===== src/rtl/adc_scan_ctrl_pkg.sv =====
// Shared constants, FSM state type and frame helpers for the dual-channel ADC scan controller.
// The serial frame is 4 leading zeros followed by 12 data bits, MSB first.
package adc_scan_ctrl_pkg;

  localparam int ADC_WIDTH      = 12;
  localparam int ADC_FRAME_BITS = 16;
  localparam int ADC_LEAD_BITS  = 4;

  typedef enum logic [1:0] {
    ST_IDLE,
    ST_SETUP,
    ST_SHIFT,
    ST_QUIET
  } scan_state_e;

  typedef logic [ADC_FRAME_BITS-1:0] adc_frame_t;
  typedef logic [ADC_WIDTH-1:0]      adc_value_t;

  // A frame is trustworthy only if the converter sent its leading zeros.
  function automatic logic lead_ok(input adc_frame_t f);
    return f[ADC_FRAME_BITS-1 -: ADC_LEAD_BITS] == '0;
  endfunction

  function automatic adc_value_t frame_value(input adc_frame_t f);
    return f[ADC_WIDTH-1:0];
  endfunction

endpackage


===== src/rtl/adc_scan_ctrl_if.sv =====
// Serial ADC pins plus the result bus presented to the threshold/rpm chain.
// master = scan controller, slave = converter/consumer side.
interface adc_scan_ctrl_if;
  import adc_scan_ctrl_pkg::*;

  logic       adc_cs;
  logic       adc_clk;
  logic       adc_d0;
  logic       adc_d1;
  adc_value_t value0;
  adc_value_t value1;
  logic       sample_valid;
  logic       change;

  modport master (
    output adc_cs, adc_clk, value0, value1, sample_valid, change,
    input  adc_d0, adc_d1
  );

  modport slave (
    input  adc_cs, adc_clk, value0, value1, sample_valid, change,
    output adc_d0, adc_d1
  );

endinterface


===== src/rtl/adc_sclk_gen.sv =====
// Serial clock divider: CLK_DIV mclk cycles per half-period, idles high while run_i=0.
// rise_o/fall_o flag that adc_clk toggles at the coming mclk edge (when running).
module adc_sclk_gen #(
  parameter int CLK_DIV = 2
) (
  input  logic mclk,
  input  logic rst,
  input  logic run_i,
  output logic adc_clk_o,
  output logic rise_o,
  output logic fall_o
);

  localparam int CW = (CLK_DIV > 1) ? $clog2(CLK_DIV) : 1;

  logic [CW-1:0] div_q;
  logic          clk_q;
  logic          half_end;

  assign half_end = (div_q == CW'(CLK_DIV - 1));

  always_ff @(posedge mclk or posedge rst) begin
    if (rst) begin
      div_q <= '0;
      clk_q <= 1'b1;
    end else if (!run_i) begin
      div_q <= '0;
      clk_q <= 1'b1;
    end else if (half_end) begin
      div_q <= '0;
      clk_q <= ~clk_q;
    end else begin
      div_q <= div_q + 1'b1;
    end
  end

  assign adc_clk_o = clk_q;
  assign rise_o    = half_end && !clk_q;
  assign fall_o    = half_end &&  clk_q;

endmodule


===== src/rtl/adc_scan_ctrl.sv =====
// Dual-channel serial ADC scan controller: fixed-rate scheduler with overrun tracking,
// frame sequencer (IDLE->SETUP->SHIFT->QUIET) and parallel shift-in of both channels.
module adc_scan_ctrl
  import adc_scan_ctrl_pkg::*;
#(
  parameter int CLK_DIV       = 2,
  parameter int SAMPLE_PERIOD = 200,
  parameter int QUIET_CYC     = 4
) (
  input  logic                   mclk,
  input  logic                   rst,
  input  logic                   enable,
  adc_scan_ctrl_if.master        adc,
  output logic                   frame_err,
  output logic                   overrun,
  output logic                   busy
);

  localparam int PW = $clog2(SAMPLE_PERIOD);
  localparam int QW = (QUIET_CYC > 1) ? $clog2(QUIET_CYC) : 1;

  logic [PW-1:0] period_q;
  logic          tick;

  scan_state_e   state_q;
  logic          cs_q;
  logic          pending_q;
  logic [4:0]    bit_cnt_q;
  logic [QW-1:0] quiet_cnt_q;
  adc_frame_t    sh0_q;
  adc_frame_t    sh1_q;
  adc_value_t    value0_q;
  adc_value_t    value1_q;
  logic          valid_q;
  logic          change_q;
  logic          err_q;
  logic          ovr_q;
  logic          busy_q;

  logic          sclk;
  logic          sclk_rise;
  logic          sclk_fall;
  logic          sclk_run;
  logic          frame_done;

  // Scheduler: counter only runs while enabled, so the first tick lands on the
  // SAMPLE_PERIOD-th enabled cycle.
  always_ff @(posedge mclk or posedge rst) begin
    if (rst) begin
      period_q <= '0;
    end else if (!enable || tick) begin
      period_q <= '0;
    end else begin
      period_q <= period_q + 1'b1;
    end
  end

  assign tick = enable && (period_q == PW'(SAMPLE_PERIOD - 1));

  // The 16th sample is followed by one more high half-period; leaving SHIFT on that
  // half's falling strobe keeps adc_clk parked high instead of toggling low.
  assign frame_done = (state_q == ST_SHIFT) && (bit_cnt_q == 5'(ADC_FRAME_BITS)) && sclk_fall;
  assign sclk_run   = (state_q == ST_SETUP) || ((state_q == ST_SHIFT) && !frame_done);

  adc_sclk_gen #(
    .CLK_DIV (CLK_DIV)
  ) u_sclk (
    .mclk      (mclk),
    .rst       (rst),
    .run_i     (sclk_run),
    .adc_clk_o (sclk),
    .rise_o    (sclk_rise),
    .fall_o    (sclk_fall)
  );

  // NOTE: every register here is updated with <=, so all branches see pre-edge values
  // and the later pending_q assignment in IDLE cleanly overrides the default.
  always_ff @(posedge mclk or posedge rst) begin
    if (rst) begin
      state_q     <= ST_IDLE;
      cs_q        <= 1'b1;
      pending_q   <= 1'b0;
      bit_cnt_q   <= '0;
      quiet_cnt_q <= '0;
      sh0_q       <= '0;
      sh1_q       <= '0;
      value0_q    <= '0;
      value1_q    <= '0;
      valid_q     <= 1'b0;
      change_q    <= 1'b0;
      err_q       <= 1'b0;
      ovr_q       <= 1'b0;
      busy_q      <= 1'b0;
    end else begin
      valid_q  <= 1'b0;
      change_q <= 1'b0;
      err_q    <= 1'b0;
      ovr_q    <= tick && (state_q != ST_IDLE);

      if (!enable) begin
        pending_q <= 1'b0;
      end else if (tick && (state_q != ST_IDLE)) begin
        pending_q <= 1'b1;
      end

      case (state_q)
        ST_IDLE: begin
          if (tick || (pending_q && enable)) begin
            state_q   <= ST_SETUP;
            cs_q      <= 1'b0;
            busy_q    <= 1'b1;
            pending_q <= 1'b0;
            bit_cnt_q <= '0;
          end
        end

        ST_SETUP: begin
          if (sclk_fall) begin
            state_q <= ST_SHIFT;
          end
        end

        ST_SHIFT: begin
          if (sclk_rise) begin
            sh0_q     <= {sh0_q[ADC_FRAME_BITS-2:0], adc.adc_d0};
            sh1_q     <= {sh1_q[ADC_FRAME_BITS-2:0], adc.adc_d1};
            bit_cnt_q <= bit_cnt_q + 1'b1;
          end
          if (frame_done) begin
            state_q     <= ST_QUIET;
            cs_q        <= 1'b1;
            quiet_cnt_q <= '0;
            if (lead_ok(sh0_q) && lead_ok(sh1_q)) begin
              value0_q <= frame_value(sh0_q);
              value1_q <= frame_value(sh1_q);
              valid_q  <= 1'b1;
              change_q <= (frame_value(sh0_q) != value0_q);
            end else begin
              err_q <= 1'b1;
            end
          end
        end

        ST_QUIET: begin
          if (quiet_cnt_q == QW'(QUIET_CYC - 1)) begin
            state_q <= ST_IDLE;
            busy_q  <= 1'b0;
          end else begin
            quiet_cnt_q <= quiet_cnt_q + 1'b1;
          end
        end

        default: begin
          state_q <= ST_IDLE;
          cs_q    <= 1'b1;
          busy_q  <= 1'b0;
        end
      endcase
    end
  end

  assign adc.adc_cs       = cs_q;
  assign adc.adc_clk      = sclk;
  assign adc.value0       = value0_q;
  assign adc.value1       = value1_q;
  assign adc.sample_valid = valid_q;
  assign adc.change       = change_q;
  assign frame_err        = err_q;
  assign overrun          = ovr_q;
  assign busy             = busy_q;

endmodule


===== src/flat_wrapper.sv =====
// flat-port wrapper written by rule: the top's interface ports become plain ports
module adc_scan_ctrl_flat import adc_scan_ctrl_pkg::*;
#(
  parameter int CLK_DIV       = 2,
  parameter int SAMPLE_PERIOD = 200,
  parameter int QUIET_CYC     = 4
)
  (mclk, rst, enable, frame_err, overrun, busy, adc_adc_cs, adc_adc_clk, adc_value0, adc_value1, adc_sample_valid, adc_change, adc_adc_d0, adc_adc_d1);
  adc_scan_ctrl_if adc_i ();
  input  logic mclk;
  input  logic rst;
  input  logic enable;
  output logic frame_err;
  output logic overrun;
  output logic busy;
  output wire logic [$bits(adc_i.adc_cs)-1:0] adc_adc_cs;
  output wire logic [$bits(adc_i.adc_clk)-1:0] adc_adc_clk;
  output wire logic [$bits(adc_i.value0)-1:0] adc_value0;
  output wire logic [$bits(adc_i.value1)-1:0] adc_value1;
  output wire logic [$bits(adc_i.sample_valid)-1:0] adc_sample_valid;
  output wire logic [$bits(adc_i.change)-1:0] adc_change;
  input wire logic [$bits(adc_i.adc_d0)-1:0] adc_adc_d0;
  input wire logic [$bits(adc_i.adc_d1)-1:0] adc_adc_d1;
  assign adc_adc_cs = adc_i.adc_cs;
  assign adc_adc_clk = adc_i.adc_clk;
  assign adc_value0 = adc_i.value0;
  assign adc_value1 = adc_i.value1;
  assign adc_sample_valid = adc_i.sample_valid;
  assign adc_change = adc_i.change;
  assign adc_i.adc_d0 = adc_adc_d0;
  assign adc_i.adc_d1 = adc_adc_d1;
  adc_scan_ctrl #(.CLK_DIV(CLK_DIV), .SAMPLE_PERIOD(SAMPLE_PERIOD), .QUIET_CYC(QUIET_CYC)) u_core (.mclk(mclk), .rst(rst), .enable(enable), .adc(adc_i), .frame_err(frame_err), .overrun(overrun), .busy(busy));
endmodule

===== config.mk =====
export PLATFORM = sky130hd
export DESIGN_NAME = adc_scan_ctrl_flat
export DESIGN_NICKNAME = d
export VERILOG_FILES = /design/src/rtl/adc_scan_ctrl_pkg.sv /design/src/rtl/adc_scan_ctrl_if.sv /design/src/rtl/adc_sclk_gen.sv /design/src/rtl/adc_scan_ctrl.sv /design/src/flat_wrapper.sv
export SDC_FILE = /design/constraint.sdc
export NUM_CORES = 1
export LEC_CHECK = 0
export CORE_UTILIZATION = 51
export DETAILED_ROUTE_END_ITERATION = 7
export GPL_TIMING_DRIVEN = 1
export PLACE_DENSITY = 0.73
export SYNTH_ARGS = -nofsm -noshare
export SYNTH_HDL_FRONTEND = slang
export SYNTH_HIERARCHICAL = 1
export SYNTH_SLANG_ARGS = --single-unit

===== constraint.sdc =====
create_clock -name mclk -period 2.38 [get_ports mclk]
set_clock_uncertainty 0.2 [all_clocks]
set_input_delay 0.357 -clock mclk [delete_from_list [all_inputs] [get_ports mclk]]
set_output_delay 0.357 -clock mclk [all_outputs]
set_load 0.02 [all_outputs]

==> results.py, run 1 <==
metrics = {
    "clock_tree": {
        "numCtsBuffers": 9,
        "worstSkewPairLatency_ns": 0.35,
        "clock-sinks": 82,
        "cts_buffer_depth": 2,
        "clk_pin_slew_worst_paths_ns": 0.09,
        "cts_tree": "built",
        "htreeDepth": 3,
        "cts_root_buffer": "clkbuf_8",
        "cts_setup_buffers": 0,
    },
    "drt": {
        "wl_mm": 6.37,
        "first_pass_iters": 4,
        "drt-wirelength-per-cell_um": 15.4,
        "via_count": 2238,
        "drtIter0Drc": 111,
        "via_per_inst": 5.41,
        "drc_errors": 0,
        "antenna_left": 0,
    },
    "finish": {
        "area_growth_pct": 19.4,
        "num_antenna_cells": 0,
        "layout.cells.non_filler": 414,
        "final_nets": 326,
        "layout_commonest_cell": "dfrtp_1",
        "final_cell_mix": "dfrtp_1 (80), mux2_2 (39), clkdlybuf4s50_1 (35)",
        "drive_gt1_share_pct": 28.0,
    },
    "worst_setup_path": {
        "regToRegSetupSlack_ns": 0.09,
        "reg2reg_to": "u_core/adc.value1[0]",
        "r2r_cells": 6,
        "cp.arrival_ns": 2.32,
        "critPathKind": "reg -> reg",
        "r2r_start": "u_core/state_q[0]",
        "critPathCaptureType": "register",
        "crit_required_ns": 2.40,
        "path_max_fanout": 13,
        "worstSetupStartpointType": "register",
    },
    "floorplan": {
        "fp.dieH_um": 86.9,
        "start_util_pct": 53.6,
        "row_count": 30,
        "die-area_mm2": 0.00756,
        "ioPinCount": 36,
        "die_x_um": 86.9,
        "core_mm2": 0.00687,
    },
    "synth": {
        "ys_seq_area_share_pct": 55.9,
        "synth_nets": 285,
        "synth_warnings": 6,
        "synth_area_mm2": 0.00368,
        "synth_edf_count": 0,
        "avgSynthCellArea_um2": 13.5,
        "async_reset_ff_share_pct": 100,
        "synth_flop_cell": "dfrtp_1",
        "synth-seq-cells": 82,
        "yosysUniqueCellTypes": 46,
        "synthCells": 272,
    },
    "sta": {
        "finalCritPeriodShare_pct": 96.3,
        "period_needed_ns": 2.29,
        "finalSetupViolCount": 0,
        "max-slew-margin-rel_pct": 53.6,
        "fmax_mhz": 436,
        "hold_violations": 0,
        "final-max-slew-violation-count": 0,
        "rsz0062_at_grt": "false",
        "worstMarginPinSlew_ns": 0.689,
        "fin_tns_setup_ns": 0,
    },
    "grt": {
        "grt_max_degree": 81,
        "grt_pass1_wl_mm": 10.5,
        "overflow": 0,
        "track_usage_pct": 18.3,
        "antenna_found_initial": 0,
        "grt_pass1_vias": 2194,
    },
    "min_path": {
        "hp-class": "in -> async",
    },
    "placement": {
        "io_buffers": 35,
        "hpwl_mm": 4.08,
        "dp_cells": 397,
        "gp_congestion": 0.761,
    },
    "power": {
        "ir_worst_vdd_v": 0.000326,
        "p_leak_nw": 2.28,
        "power_mw": 2.60,
        "p_per_area_mw_per_mm2": 591,
    },
    "run_status": {
        "status": "complete, no violations",
    },
    "flow_run": {
        "cap_violations": 0,
    },
}
## state kept, by name (all words and copies together) (netlist names)
register,flops
u_core/adc.change,1
u_core/adc.value1,12
u_core/state_q,2
u_core/quiet_cnt_q,2
u_core/sh1_q,16
u_core/sh0_q,16
u_core/overrun,1
u_core/u_sclk/div_q,1
u_core/pending_q,1
u_core/period_q,8
u_core/bit_cnt_q,5
u_core/frame_err,1
u_core/busy,1
u_core/u_sclk/adc_clk_o,1
u_core/adc.sample_valid,1
u_core/adc.value0,12
u_core/adc.adc_cs,1
## how the worst max path moves through the flow
stage          slack (ns)               from  cells after the start              endpoint
4_1_cts              0.03  u_core/state_q[0]                      6  u_core/adc.value1[0]
5_1_grt              0.01  u_core/state_q[0]                      6  u_core/adc.value1[0]
2_1_floorplan        0.08  u_core/state_q[0]                      9  u_core/adc.value0[0]
3_5_place_dp         0.05  u_core/state_q[0]                      6  u_core/adc.value1[6]
6_report             0.09  u_core/state_q[0]                      6  u_core/adc.value1[0]
3_3_place_gp         0.11             enable                      5   u_core/bit_cnt_q[2]
## timing repair
action | CTS | global route
hold buffers | 0 | 0
gates resized for setup | 0 | 3
hold endpoints to repair | 0 | 0
endpoints found under the setup margin | 0 | 25
## synth_stat cells (2+ instances only)
cell	instances	share of area [%]
nand4_1	2	0.34
nor4_1	3	0.51
nand2_1	7	0.71
nand4b_1	2	0.48
o21ai_0	3	0.41
dfstp_2	2	1.4
dfrtp_1	80	54
buf_6	3	0.92
nor2_1	11	1.1
a21o_1	3	0.61
mux2_4	18	7.3
and3_1	5	0.85
or4_1	2	0.41
nor2b_1	2	0.34
inv_1	11	1.1
o32a_1	2	0.54
ha_1	8	2.7
mux2_2	39	12
a211o_1	4	0.95
a21oi_1	5	0.68
nand2b_1	3	0.51
xor2_1	18	4.3
nand3_1	9	1.2
clkbuf_1	4	0.41
buf_1	3	0.31
nor4b_1	3	0.71
## layer usage
layer	track usage (%)	share of wire, %	vias up
li1	-	-	1051
met1	24.1	47	1149
met2	29.1	49	31
met3	3.22	1.9	7
met4	9.39	1.5	0
met5	0	0	-
## power breakdown
| group | switching, mW | internal [mW] |
|---|---|---|
| Combinational | 0.0351 | 0.0162 |
| Clock | 0.530 | 0.609 |
| Sequential | 0.00709 | 1.40 |
## critical path, cell delays in order, from the launching register on
cell and delay, ns:
dfrtp_1 0.43, inv_1 0.11, ha_1 0.18, nand4b_1 0.16
or3b_4 0.46, nand2b_4 0.29, mux2_4 0.35
## metrics by stage
stage                     utilization (%)  area (um2)  worst slack (ns)  hold WS, ns
after floorplan                         -        3680            0.0799       -0.103
after global placement               60.3        4140             0.107        0.284
after detailed placement             60.3        4140            0.0492        0.296
after CTS                            63.6        4370            0.0282       0.0195
after global routing                 63.9        4390            0.0107       0.0456
final                                63.9        4390            0.0872       0.0417
## cell families after synthesis
| group | count (synthesis) | synth area share [%] |
|---|---|---|
| xor+xnor | 18 | 4.29 |
| compound gates | 28 | 5.51 |
| mux | 57 | 19.3 |
| fa+ha+maj | 8 | 2.72 |
| simple gates | 57 | 9.18 |
| flops | 82 | 55.9 |
| buf+inv | 22 | 3.16 |
## final cells by class
cell class / instances / area (um2)
fill: 542 / 2480
multi-input combinational: 169 / 1530
timing repair buffer: 40 / 413
sequential: 82 / 2050
clock inverter: 7 / 105
tap: 96 / 120
clock buffer: 9 / 124
inverter: 11 / 45.0
No activity file was read; power rests on OpenSTA's default activity.
==> run 2, diff against run 1 <==
- CELL_PAD_IN_SITES_DETAIL_PLACEMENT: unset -> 1
- CELL_PAD_IN_SITES_GLOBAL_PLACEMENT: unset -> 2
- CORE_UTILIZATION: 51 -> 36
- SKIP_CTS_REPAIR_TIMING: unset -> 1
- SKIP_LAST_GASP: unset -> 1
==> run 2 against run 1 <==
Register-to-register slack improved by 0.06 ns. Global-route usage decreased by 3.7 points. Final cell count increased by 9.4%. First-iteration DRC count decreased by 32%. Critical path depth unchanged. Sequential power about the same. Cell area increased by 0.57%. Wire length increased by 9.4%.
==> results.py, run 2 (same netlist as run 1, synthesis figures left out) <==
metrics = {
    "run_status": {
        "status": "complete, no violations",
    },
    "sta": {
        "rsz0062_at_grt": "true",
        "period_needed_ns": 2.24,
        "holdWs_ns": 0.0305,
        "max-slew-margin-rel_pct": 66.5,
        "final-max-slew-violation-count": 0,
        "worstMarginPinSlew_ns": 0.500,
        "setup_ws_ns": 0.145,
        "fmax_mhz": 447,
        "fin_tns_setup_ns": 0,
        "hold_violations": 0,
        "finalCritPeriodShare_pct": 93.9,
        "finalSetupViolCount": 0,
    },
    "finish": {
        "utilization_pct": 45.0,
        "layout_commonest_cell": "dfrtp_1",
        "final_cell_area_mm2": 0.00442,
        "final_nets": 328,
        "area_growth_pct": 20.0,
        "fillers": 1069,
        "final_cell_mix": "dfrtp_1 (80), mux2_2 (39), clkdlybuf4s50_1 (35)",
        "layout.cells.non_filler": 453,
        "num_antenna_cells": 0,
        "drive_gt1_share_pct": 28.1,
        "largestRegisters": "u_core/sh0_q x16, u_core/sh1_q x16",
    },
    "drt": {
        "drt-wirelength-per-cell_um": 15.4,
        "via_per_inst": 4.86,
        "via_count": 2201,
        "first_pass_iters": 4,
        "drc_errors": 0,
        "antenna_left": 0,
        "wl_mm": 6.97,
        "drtIter0Drc": 76,
    },
    "clock_tree": {
        "cts_buffer_depth": 2,
        "cts_root_buffer": "clkbuf_8",
        "htreeDepth": 3,
        "clock-sinks": 82,
        "cts_tree": "built",
        "worstSkewPairLatency_ns": 0.35,
        "clk_pin_slew_worst_paths_ns": 0.10,
        "numCtsBuffers": 9,
    },
    "floorplan": {
        "die_x_um": 103,
        "start_util_pct": 37.5,
        "ioPinCount": 36,
        "fp.dieH_um": 103,
        "row_count": 36,
        "die-area_mm2": 0.0106,
        "core_mm2": 0.00982,
    },
    "grt": {
        "grt_max_degree": 81,
        "antenna_found_initial": 0,
        "track_usage_pct": 14.6,
        "grt_pass1_vias": 2343,
        "grt_pass1_wl_mm": 11.8,
        "overflow": 0,
    },
    "placement": {
        "gp_congestion": 0.732,
        "io_buffers": 35,
        "hpwl_mm": 4.45,
        "dp_cells": 436,
        "place_area_mm2": 0.00420,
        "place_ws_ns": -0.00262,
    },
    "worst_setup_path": {
        "path_max_fanout": 13,
        "worstSetupStartpointType": "register",
        "critPathKind": "reg -> reg",
        "critPathCaptureType": "register",
        "cp.arrival_ns": 2.27,
        "crit_required_ns": 2.41,
    },
    "power": {
        "p_leak_nw": 2.26,
        "p_per_area_mw_per_mm2": 555,
        "ir_worst_vdd_v": 0.000328,
        "power_mw": 2.45,
    },
    "min_path": {
        "hp-class": "in -> async",
    },
    "flow_run": {
        "cap_violations": 0,
    },
}
run 2: cell types whose count changed in the layout (fill, tap and decap cells not counted), moves of 2 or more:
cell       change
bufinv_16      -2
inv_8          +2
buf_4          +2
inv_6          -3
run 2: worst paths after layout:
| check | cells past startpoint | slack [ns] | startpoint | to |
|---|---|---|---|---|
| min in group mclk | 1 | 0.32 | u_core/adc.adc_cs | u_core/adc.adc_cs |
| worst min-delay path | 2 | 0.03 | rst | u_core/u_sclk/div_q |
| worst max register to register | 6 | 0.14 | u_core/state_q[0] | u_core/adc.value1[3] |
| worst min register to register | 1 | 0.32 | u_core/adc.adc_cs | u_core/adc.adc_cs |
| worst max-delay path | 6 | 0.14 | u_core/state_q[0] | u_core/adc.value1[3] |
| max in group asynchronous | 3 | 1.35 | rst | u_core/sh1_q[0] |
run 2: worst max-delay path, stage by stage, from the launching register on:
cell and delay, ns:
dfrtp_1 0.43, inv_1 0.09, ha_1 0.16, nand4b_1 0.11, or3b_1 0.46, nand2b_4 0.31
mux2_4 0.35
run 2: where the power goes:
group | total (mW) | leakage, nW | switching (mW) | internal [mW]
clock network | 0.994 | 0.0942 | 0.582 | 0.411
logic | 0.0522 | 1.05 | 0.0359 | 0.0163
registers | 1.41 | 1.12 | 0.00718 | 1.40
run 2: per-layer routing:
| metal | GRT usage (%) | up-vias | share of wire [%] |
|---|---|---|---|
| met5 | 0 | - | 0 |
| met4 | 5.85 | 0 | 1.3 |
| met3 | 2.58 | 7 | 2.1 |
| met2 | 22.9 | 23 | 49 |
| met1 | 20.0 | 1121 | 48 |
| li1 | - | 1050 | - |
run 2: layout make-up:
class                   instances  area (um2)  area share [%]
clock buffers                   9         124            2.81
clock inverters                 7        73.8            1.67
inverters                      11        45.0            1.02
multi-input cells             169        1520            34.5
flip-flops and latches         82        2050            46.5
well taps                     133         166            3.77
repair buffers                 42         428            9.69
==> run 3, diff against run 2 <==
- CELL_PAD_IN_SITES_DETAIL_PLACEMENT: 1 -> 2
==> run 3 against run 2 <==
Flip-flop and latch count did not move. Via count increased by 1.5%. Worst hold slack improved by 0.0066 ns. Clock power up 15%. Combinational power hardly changed. Final cell count did not move. Global-route usage up 1.2 points.
==> results.py, run 3 (same netlist as run 1, synthesis figures left out) <==
metrics = {
    "run_status": {
        "status": "complete, no violations",
    },
    "drt": {
        "drt-wirelength-per-cell_um": 16.8,
        "via_per_inst": 4.93,
        "drtIter0Drc": 77,
        "drc_errors": 0,
        "first_pass_iters": 4,
        "via_count": 2235,
        "wl_mm": 7.60,
        "antenna_left": 0,
    },
    "grt": {
        "overflow": 0,
        "antenna_found_initial": 0,
        "track_usage_pct": 15.8,
        "grt_max_degree": 81,
        "grt_pass1_vias": 2435,
        "grt_pass1_wl_mm": 12.5,
    },
    "finish": {
        "largestRegisters": "u_core/sh0_q x16, u_core/sh1_q x16",
        "area_growth_pct": 20.7,
        "final_cell_area_mm2": 0.00444,
        "drive_gt1_share_pct": 28.1,
        "num_antenna_cells": 0,
        "final_nets": 328,
        "layout_commonest_cell": "dfrtp_1",
        "final_cell_mix": "dfrtp_1 (80), mux2_2 (39), clkdlybuf4s50_1 (35)",
        "utilization_pct": 45.2,
    },
    "worst_setup_path": {
        "crit_path_start": "u_core/state_q[0]",
        "cp.arrival_ns": 2.32,
        "slowest_stage": "or3b_1",
        "critPathKind": "reg -> reg",
        "crit_required_ns": 2.41,
        "crit_chain": "inv_1 > ha_1 > nand4b_1 > or3b_1 > nand2b_4 > mux2_4",
        "regToRegSetupSlack_ns": 0.09,
        "slowest_delay_ns": 0.47,
        "critPathCaptureType": "register",
        "reg2reg_to": "u_core/adc.value1[2]",
        "r2r_start": "u_core/state_q[0]",
        "path_max_fanout": 13,
        "r2r_cells": 6,
        "worstSetupStartpointType": "register",
    },
    "floorplan": {
        "ioPinCount": 36,
        "fp.dieH_um": 103,
        "row_count": 36,
        "start_util_pct": 37.5,
        "die-area_mm2": 0.0106,
        "die_x_um": 103,
        "core_mm2": 0.00982,
    },
    "placement": {
        "place_ws_ns": -0.0410,
        "io_buffers": 35,
        "hpwl_mm": 4.82,
        "gp_congestion": 0.732,
        "place_area_mm2": 0.00420,
    },
    "clock_tree": {
        "clock-sinks": 82,
        "worstSkewPairLatency_ns": 0.35,
        "clk_pin_slew_worst_paths_ns": 0.08,
        "cts_buffer_depth": 2,
        "htreeDepth": 3,
        "cts_root_buffer": "clkbuf_8",
        "cts_tree": "built",
        "numCtsBuffers": 9,
    },
    "power": {
        "ir_worst_vdd_v": 0.000295,
        "power_mw": 2.60,
        "p_leak_nw": 2.28,
        "p_per_area_mw_per_mm2": 585,
    },
    "sta": {
        "period_needed_ns": 2.29,
        "final-max-slew-violation-count": 0,
        "worstMarginPinSlew_ns": 0.520,
        "fmax_mhz": 438,
        "finalSetupViolCount": 0,
        "finalCritPeriodShare_pct": 96.0,
        "hold_violations": 0,
        "max-slew-margin-rel_pct": 65.1,
        "rsz0062_at_grt": "true",
        "fin_tns_setup_ns": 0,
        "setup_ws_ns": 0.0943,
    },
    "flow_run": {
        "cap_violations": 0,
    },
    "min_path": {
        "hp-class": "in -> async",
    },
}
[run 3: area by class of cell]
class                   count  area [um2]
fillers                  1023        5380
flip-flops and latches     82        2050
multi-input cells         169        1520
repair buffers             42         428
well taps                 133         166
clock buffers               9         124
clock inverters             7        98.8
inverters                  11        45.0
[run 3: critical path: cells and delay by family (launching register included)]
kind          cells  cell delay (ns)
fa+ha+maj         1             0.18
buf+inv           1             0.10
flops             1             0.43
mux               1             0.35
simple gates      3             0.91
[run 3: how the worst max path moves through the flow]
stage	slack, ns	end
finish	0.09	u_core/adc.value1[2]
global route	-0.04	u_core/state_q[1]
floorplan	0.08	u_core/adc.value0[0]
CTS	0.01	u_core/adc.value1[2]
detailed placement	-0.04	u_core/bit_cnt_q[4]
global placement	0.03	u_core/bit_cnt_q[2]
[run 3: per-stage QoR]
stage | hold WS [ns] | instances
after floorplan | -0.103 | 272
after global placement | 0.281 | 436
after detailed placement | 0.295 | 436
after CTS | 0.0255 | 452
after global routing | 0.0410 | 453
final | 0.0371 | 453
[run 3: metal layers]
layer	GRT usage [%]	share of wire (%)	up-vias
met5	0	0	-
met4	6.50	1.3	0
met3	2.85	1.9	9
met2	25.2	49	26
met1	21.2	48	1156
li1	-	-	1044
[run 3: where the power goes]
| group | internal, mW | total, mW | switching, mW |
|---|---|---|---|
| clock | 0.600 | 1.14 | 0.541 |
| combinational | 0.0165 | 0.0524 | 0.0359 |
| sequential | 1.40 | 1.41 | 0.00790 |
| total | 2.01 | 2.60 | 0.585 |
